[src/rtl/peak_find.sv]
// peak_find: locates the highest-vote pixel of each raster frame and hands it off over a valid/ready port.
// Ports: Clk, Reset          - sole clock, synchronous active-high reset
//        PixelIn             - vote count, one pixel per clock
//        FrameIn, LineIn     - one-cycle pulses on the first pixel of a frame / line
//        PeakReady           - consumer accepts the current result
//        PeakValid           - result registers hold an unconsumed result
//        PeakX, PeakY        - column/row of the winning pixel of the last completed frame
//        PeakVotes           - vote count of that pixel
//        PeakFound           - PeakVotes >= MIN_VOTES
//        Overrun             - sticky; a result was overwritten before acceptance
module peak_find #(
    parameter int PIX_W     = 11,
    parameter int COORD_W   = 8,
    parameter int MIN_VOTES = 4
) (
    input  logic               Clk,
    input  logic               Reset,
    input  logic [PIX_W-1:0]   PixelIn,
    input  logic               FrameIn,
    input  logic               LineIn,
    input  logic               PeakReady,
    output logic               PeakValid,
    output logic [COORD_W-1:0] PeakX,
    output logic [COORD_W-1:0] PeakY,
    output logic [PIX_W-1:0]   PeakVotes,
    output logic               PeakFound,
    output logic               Overrun
);
    typedef enum logic {IDLE, SCAN} state_t;
    localparam logic [COORD_W-1:0] CMAX = '1;
    state_t state, nextState;
    logic [COORD_W-1:0] col, row, curCol, curRow, candX, candY;
    logic [PIX_W-1:0] candVotes;
    logic publish, better;
    always_ff @(posedge Clk) begin
        if (Reset) state <= IDLE;
        else state <= nextState;
    end
    always_comb nextState = (state == IDLE && FrameIn) ? SCAN : state;
    always_comb begin
        publish = state == SCAN && FrameIn;
        better  = state == SCAN && PixelIn > candVotes;
    end
    // Position of the pixel on the bus this cycle; both counters saturate instead of wrapping.
    always_comb begin
        curCol = LineIn ? '0 : (col == CMAX ? col : col + COORD_W'(1));
        curRow = FrameIn ? '0 : (LineIn && row != CMAX ? row + COORD_W'(1) : row);
    end
    always_ff @(posedge Clk) begin
        if (Reset) begin
            col <= '0;
            row <= '0;
        end else begin
            col <= curCol;
            row <= curRow;
        end
    end
    // Strict compare keeps the first raster-order occurrence on ties; FrameIn re-seeds at (0,0).
    always_ff @(posedge Clk) begin
        if (Reset) begin
            candVotes <= '0;
            candX     <= '0;
            candY     <= '0;
        end else if (FrameIn) begin
            candVotes <= PixelIn;
            candX     <= '0;
            candY     <= '0;
        end else if (better) begin
            candVotes <= PixelIn;
            candX     <= curCol;
            candY     <= curRow;
        end
    end
    always_ff @(posedge Clk) begin
        if (Reset) begin
            PeakValid <= 1'b0;
            PeakX     <= '0;
            PeakY     <= '0;
            PeakVotes <= '0;
            PeakFound <= 1'b0;
            Overrun   <= 1'b0;
        end else if (publish) begin
            PeakValid <= 1'b1;
            PeakX     <= candX;
            PeakY     <= candY;
            PeakVotes <= candVotes;
            PeakFound <= candVotes >= PIX_W'(MIN_VOTES);
            Overrun   <= Overrun | (PeakValid & ~PeakReady);
        end else if (PeakReady) begin
            PeakValid <= 1'b0;
        end
    end
endmodule

[config.mk]
export PLATFORM = sky130hd
export DESIGN_NAME = peak_find
export DESIGN_NICKNAME = d
export VERILOG_FILES = /design/src/rtl/peak_find.sv
export SDC_FILE = /design/constraint.sdc
export NUM_CORES = 1
export LEC_CHECK = 0
export ABC_AREA = 1
export CAP_MARGIN = 30
export CORE_UTILIZATION = 39
export DETAILED_ROUTE_END_ITERATION = 16
export PLACE_DENSITY = 0.57
export SYNTH_ARGS = -nofsm -noshare
export SYNTH_HDL_FRONTEND = slang
export SYNTH_SLANG_ARGS = --single-unit
[constraint.sdc]
create_clock -name Clk -period 2 [get_ports Clk]
set_input_delay 0.6 -clock Clk [delete_from_list [all_inputs] [get_ports Clk]]
set_output_delay 0.6 -clock Clk [all_outputs]
set_load 0.005 [all_outputs]
Word level (Yosys, flattened, before mapping)
Cells that the tools add are included.

Register bits after elaboration: 74. Latch bits: 0. Memory bits (writable): 0. ROM bits: 0. Input bits: 16. Output and inout bits: 30. Logic and storage cells: 37. Memories kept: 0.

$add $sub $neg: 2. $mul: 0. Divide/modulo/power cells: 0. $lt $le $gt $ge: 2. Equality and inequality tests: 2. Shift operators: 0. Mux-type cells: 8. Bitwise operators: 4. Reduce and logical (&&, ||, !) cells: 7.

Operator list (number): two-way mux 8 bit (4); two-way mux 11 bit (2); adder 8 x 1 -> 8 bit (second input constant) (2); >= comparator 11 x 3 -> 1 bit (second input constant) (1); greater-than comparator 11 bit (1); == test 8 bit (second input constant) (1); != test 8 bit (second input constant) (1); logical AND 1 bit (4); nonzero test 2 bit (2); two-way mux 1 bit (2); inverter 1 bit (2); OR reduction 2 bit (1); bitwise AND 1 bit (1); bitwise OR 1 bit (1).

Longest topological paths before layout
Depth in word-level cells: 4. Gate-level depth with buffers: 14. Mapped depth without buffers: 13.

Worst setup path after synthesis
OpenSTA, ideal clock, no wires.

Kind: input-to-reg. From: in PixelIn[10]. To: reg candX[6]. Setup time: 114 ps. Data arrival time: 1738 ps. Data required time: 1886 ps. Path slack: 148 ps. Stages on the path: 13. Buffers on the path: 1. Cell sequence: ha_1 -> nand2_2 -> nor2_4 -> nand2_2 -> inv_1 -> nand2_1 -> nand3_2 -> nand2_8 -> inv_6 -> buf_6 -> nand2_1 -> nand2_1 -> nor2_2.

Cells in the longest elaborated chain, start to end: 2.

RTL lines: start: declaration (line 18) `input logic [PIX_W-1:0] PixelIn,`; greater-than comparator 11 bit (line 42) `better = state == SCAN && PixelIn > candVotes;`; logical AND 1 bit (line 42); end signal: assignment (line 70) `candX <= curCol;`; end: declaration (line 32) `logic [COORD_W-1:0] col, row, curCol, curRow, candX, candY;`.

No other way between the ends. A chain may end at the register's enable or synchronous reset.

Worst setup path in the final report
From: in PixelIn[10]. To: reg candX[0].

The elaborated chain is that of the path after synthesis.

==> metrics.txt <==
status=completed; via count=2990; H-tree depth=3; area of the multi-input gates=1640 µm²; first-pass GRT wire length=12800 µm; DR iter-0 viols=131; ant diodes=0; Via-to-Cell Ratio=4.74; reg-to-reg slack, setup=0.22 ns; most frequent cells in the layout=90 x nor2_1, 88 x nand2_1, 74 x dfxtp_1; syn_area_per_cell=7.19 µm²; DRC viols=0; most common flop cell mapped by yosys=dfxtp_1; Synth Warn #=0; Post-Place Worst Slack=-0.411 ns; Starting Density=40.6%; count of final hold-check violations=0; Final Non-Filler Cells=631; cts hold-fix bufs=0; CTS clk-pin slew, worst paths=0.08 ns; largest net degree at the start of global routing=32; Layout Skew=0.00802 ns; NumNets Final=550; syn nets=495; layout cells sized above 1=11.2%; highest fanout seen on the critical path=4; min cycle time layout=1.85 ns; Worst EP arrival=2.10 ns; worst hold path type=reg2reg; Die Span Y=94.7 µm; CP top delay family=simple AND/OR/NAND/NOR gates; Post-Syn Area=3350 µm²; Worst Hold Launch=candY[7]; antenna violations before repair=0; First-pass DRT Iterations=5; register area=1480 µm²; hpwl dp=5330 µm; LEAKAGE=1.92 nW; fin util=52.3%; RSZ-0062 raised after global routing=no; area of placed instances=4040 µm²; overall die width=94.7 µm; most common cell after layout, fill and taps aside=nor2_1; Final Max Slew Viols=0; crit path from=PixelIn[10]; final instance area=4320 µm²; CTS tree=built; Crit-path slowest cell=ha_4; DRT antenna net count=0; Finish-stage setup viols=0; Layout area overhead=29.0%; dpl cells=613; Distinct cells, synth=31; fillcell total=838; Clock Latency Late Sink=0.35 ns; Relative slew margins=79.1%; number of global-route vias before repair=2787; final worst setup slack=0.151 ns; total gr overflow=0; Longest Clk Path Bufs=2; Req. time, crit path=2.25 ns; peak supply drop=279 µV; clk sink count=74; Ports=46; final period utilization=92.5%; Row Count=33; gr usage total=18.5%; R2R Path Start=candVotes[6]; Fmax=541 MHz; total wire length=7500 µm; # Max-Cap Violations=0; critical path type=in2reg; Die ar.=8960 µm²; Setup crit start kind=input port; core area=8260 µm²; ys async rst share=0%; Port Buffers=45; Worst Setup End Kind=register; Post-synth EDFFs=0; DR WL/cell=11.9 µm; final RePlAce weighted congestion=0.825; Slew @ Worst Pin=0.311 ns; Worst Path Buf+Inv=4; Cell Chain, Critical Path=dlygate4sd2_1, ha_4, nand2_2, nor2_4, nand2_2, inv_1, nand2_1, nand3_4, buf_12, nand2_4, buf_4, nor2_1, nor2_1; register bit total from synthesis=74; total clock buffers created by CTS=9; Seq/Total Area, Yosys=44.2%; Mapped Cells=466; pwr dens=741 nW/µm²; largest stage delay on the critical path=0.29 ns; clock root cell=clkbuf_8
per-stage QoR:
| step | total power [mW] | TNS [ns] | hold slack, ns |
|---|---|---|---|
| floorplan | 1.92 | 0 | 0.430 |
| global placement | 2.13 | -9.57 | 0.436 |
| detailed placement | 2.14 | -9.94 | 0.439 |
| CTS | 3.22 | 0 | 0.449 |
| global route | 3.38 | 0 | 0.478 |
| finish | 3.20 | 0 | 0.448 |
Yosys cell counts (2+ instances only):
master	instances	area, µm²
nor2_1	90	338
nand2_1	89	334
dfxtp_1	74	1480
inv_1	49	184
a21oi_1	35	175
o21ai_0	33	165
nand3_1	27	135
ha_1	13	163
clkbuf_1	8	30.0
nand4_1	5	31.3
buf_1	4	15.0
buf_2	4	20.0
buf_6	4	45.0
nand2_2	3	18.8
nand3_2	3	30.0
nor2_2	3	18.8
nor3_1	3	15.0
nor4_1	3	18.8
xnor2_1	3	26.3
inv_2	2	7.51
layer usage:
layer	share of wire, %	wire (µm)	GRT usage, %	vias up
met4	1.1	84	7.58	0
li1	-	-	-	1599
met3	4.1	308	3.14	8
met1	47	3540	23.9	1322
met2	48	3570	30.2	61
met5	0	0	0	-
worst paths after layout:
path,endpoint,depth (start not counted)
worst max-delay path,candX[0],13
worst min-delay path,PeakY[7],2
worst max register to register,candX[0],13
worst min register to register,PeakY[7],2
cell type report:
class                   instances  share of cell area [%]
inverters                      52                    4.63
flip-flops and latches         74                    34.3
repair buffers                 63                    16.0
well taps                     105                    3.04
clock inverters                 7                    1.22
clock buffers                   9                    2.87
multi-input cells             321                    38.0
logic make-up (layout without fill, tap and decap cells):
kind of cell / count (synthesis) / in the layout / synth area share [%]
adder cells (fa/ha/maj): 13 / 13 / 4.86
AO/OA/AOI/OAI: 73 / 73 / 11.3
AND/OR/NAND/NOR: 231 / 232 / 29.6
flip-flops: 74 / 74 / 44.2
buffers and inverters: 72 / 131 / 9.26
XOR/XNOR: 3 / 3 / 0.785
where the power goes:
group          switching (mW)  internal, mW  total [mW]  leakage, nW
clock network           0.600         0.456        1.06       0.0783
logic                   0.291         0.271       0.562         1.23
registers              0.0370          1.55        1.58        0.605
worst register-to-register path, cell delays in order, from the launching register on:
cell and delay [ns]:
dfxtp_1 0.35, inv_1 0.09, ha_1 0.30, nand2_1 0.07, nor2_1 0.11, nand2_2 0.08, inv_1 0.05, nand2_1 0.08
nand3_4 0.11, buf_12 0.11, nand2_4 0.06, buf_4 0.14, nor2_1 0.09, nor2_1 0.05
sequential cells by signal (all words and copies together) (netlist names):
| register | count |
|---|---|
| Overrun | 1 |
| PeakFound | 1 |
| PeakValid | 1 |
| PeakVotes | 11 |
| PeakX | 8 |
| PeakY | 8 |
| candVotes | 11 |
| candX | 8 |
| candY | 8 |
| col | 8 |
| row | 8 |
| state | 1 |
what timing repair did:
action | 4_1_cts | 5_1_grt
gates resized for setup | 12 | 9
setup buffers | 0 | 1
gates cloned | 1 | 0
endpoints found under the setup margin | 13 | 26
pin swaps | 7 | 4
(Power assumes the default switching activity.)
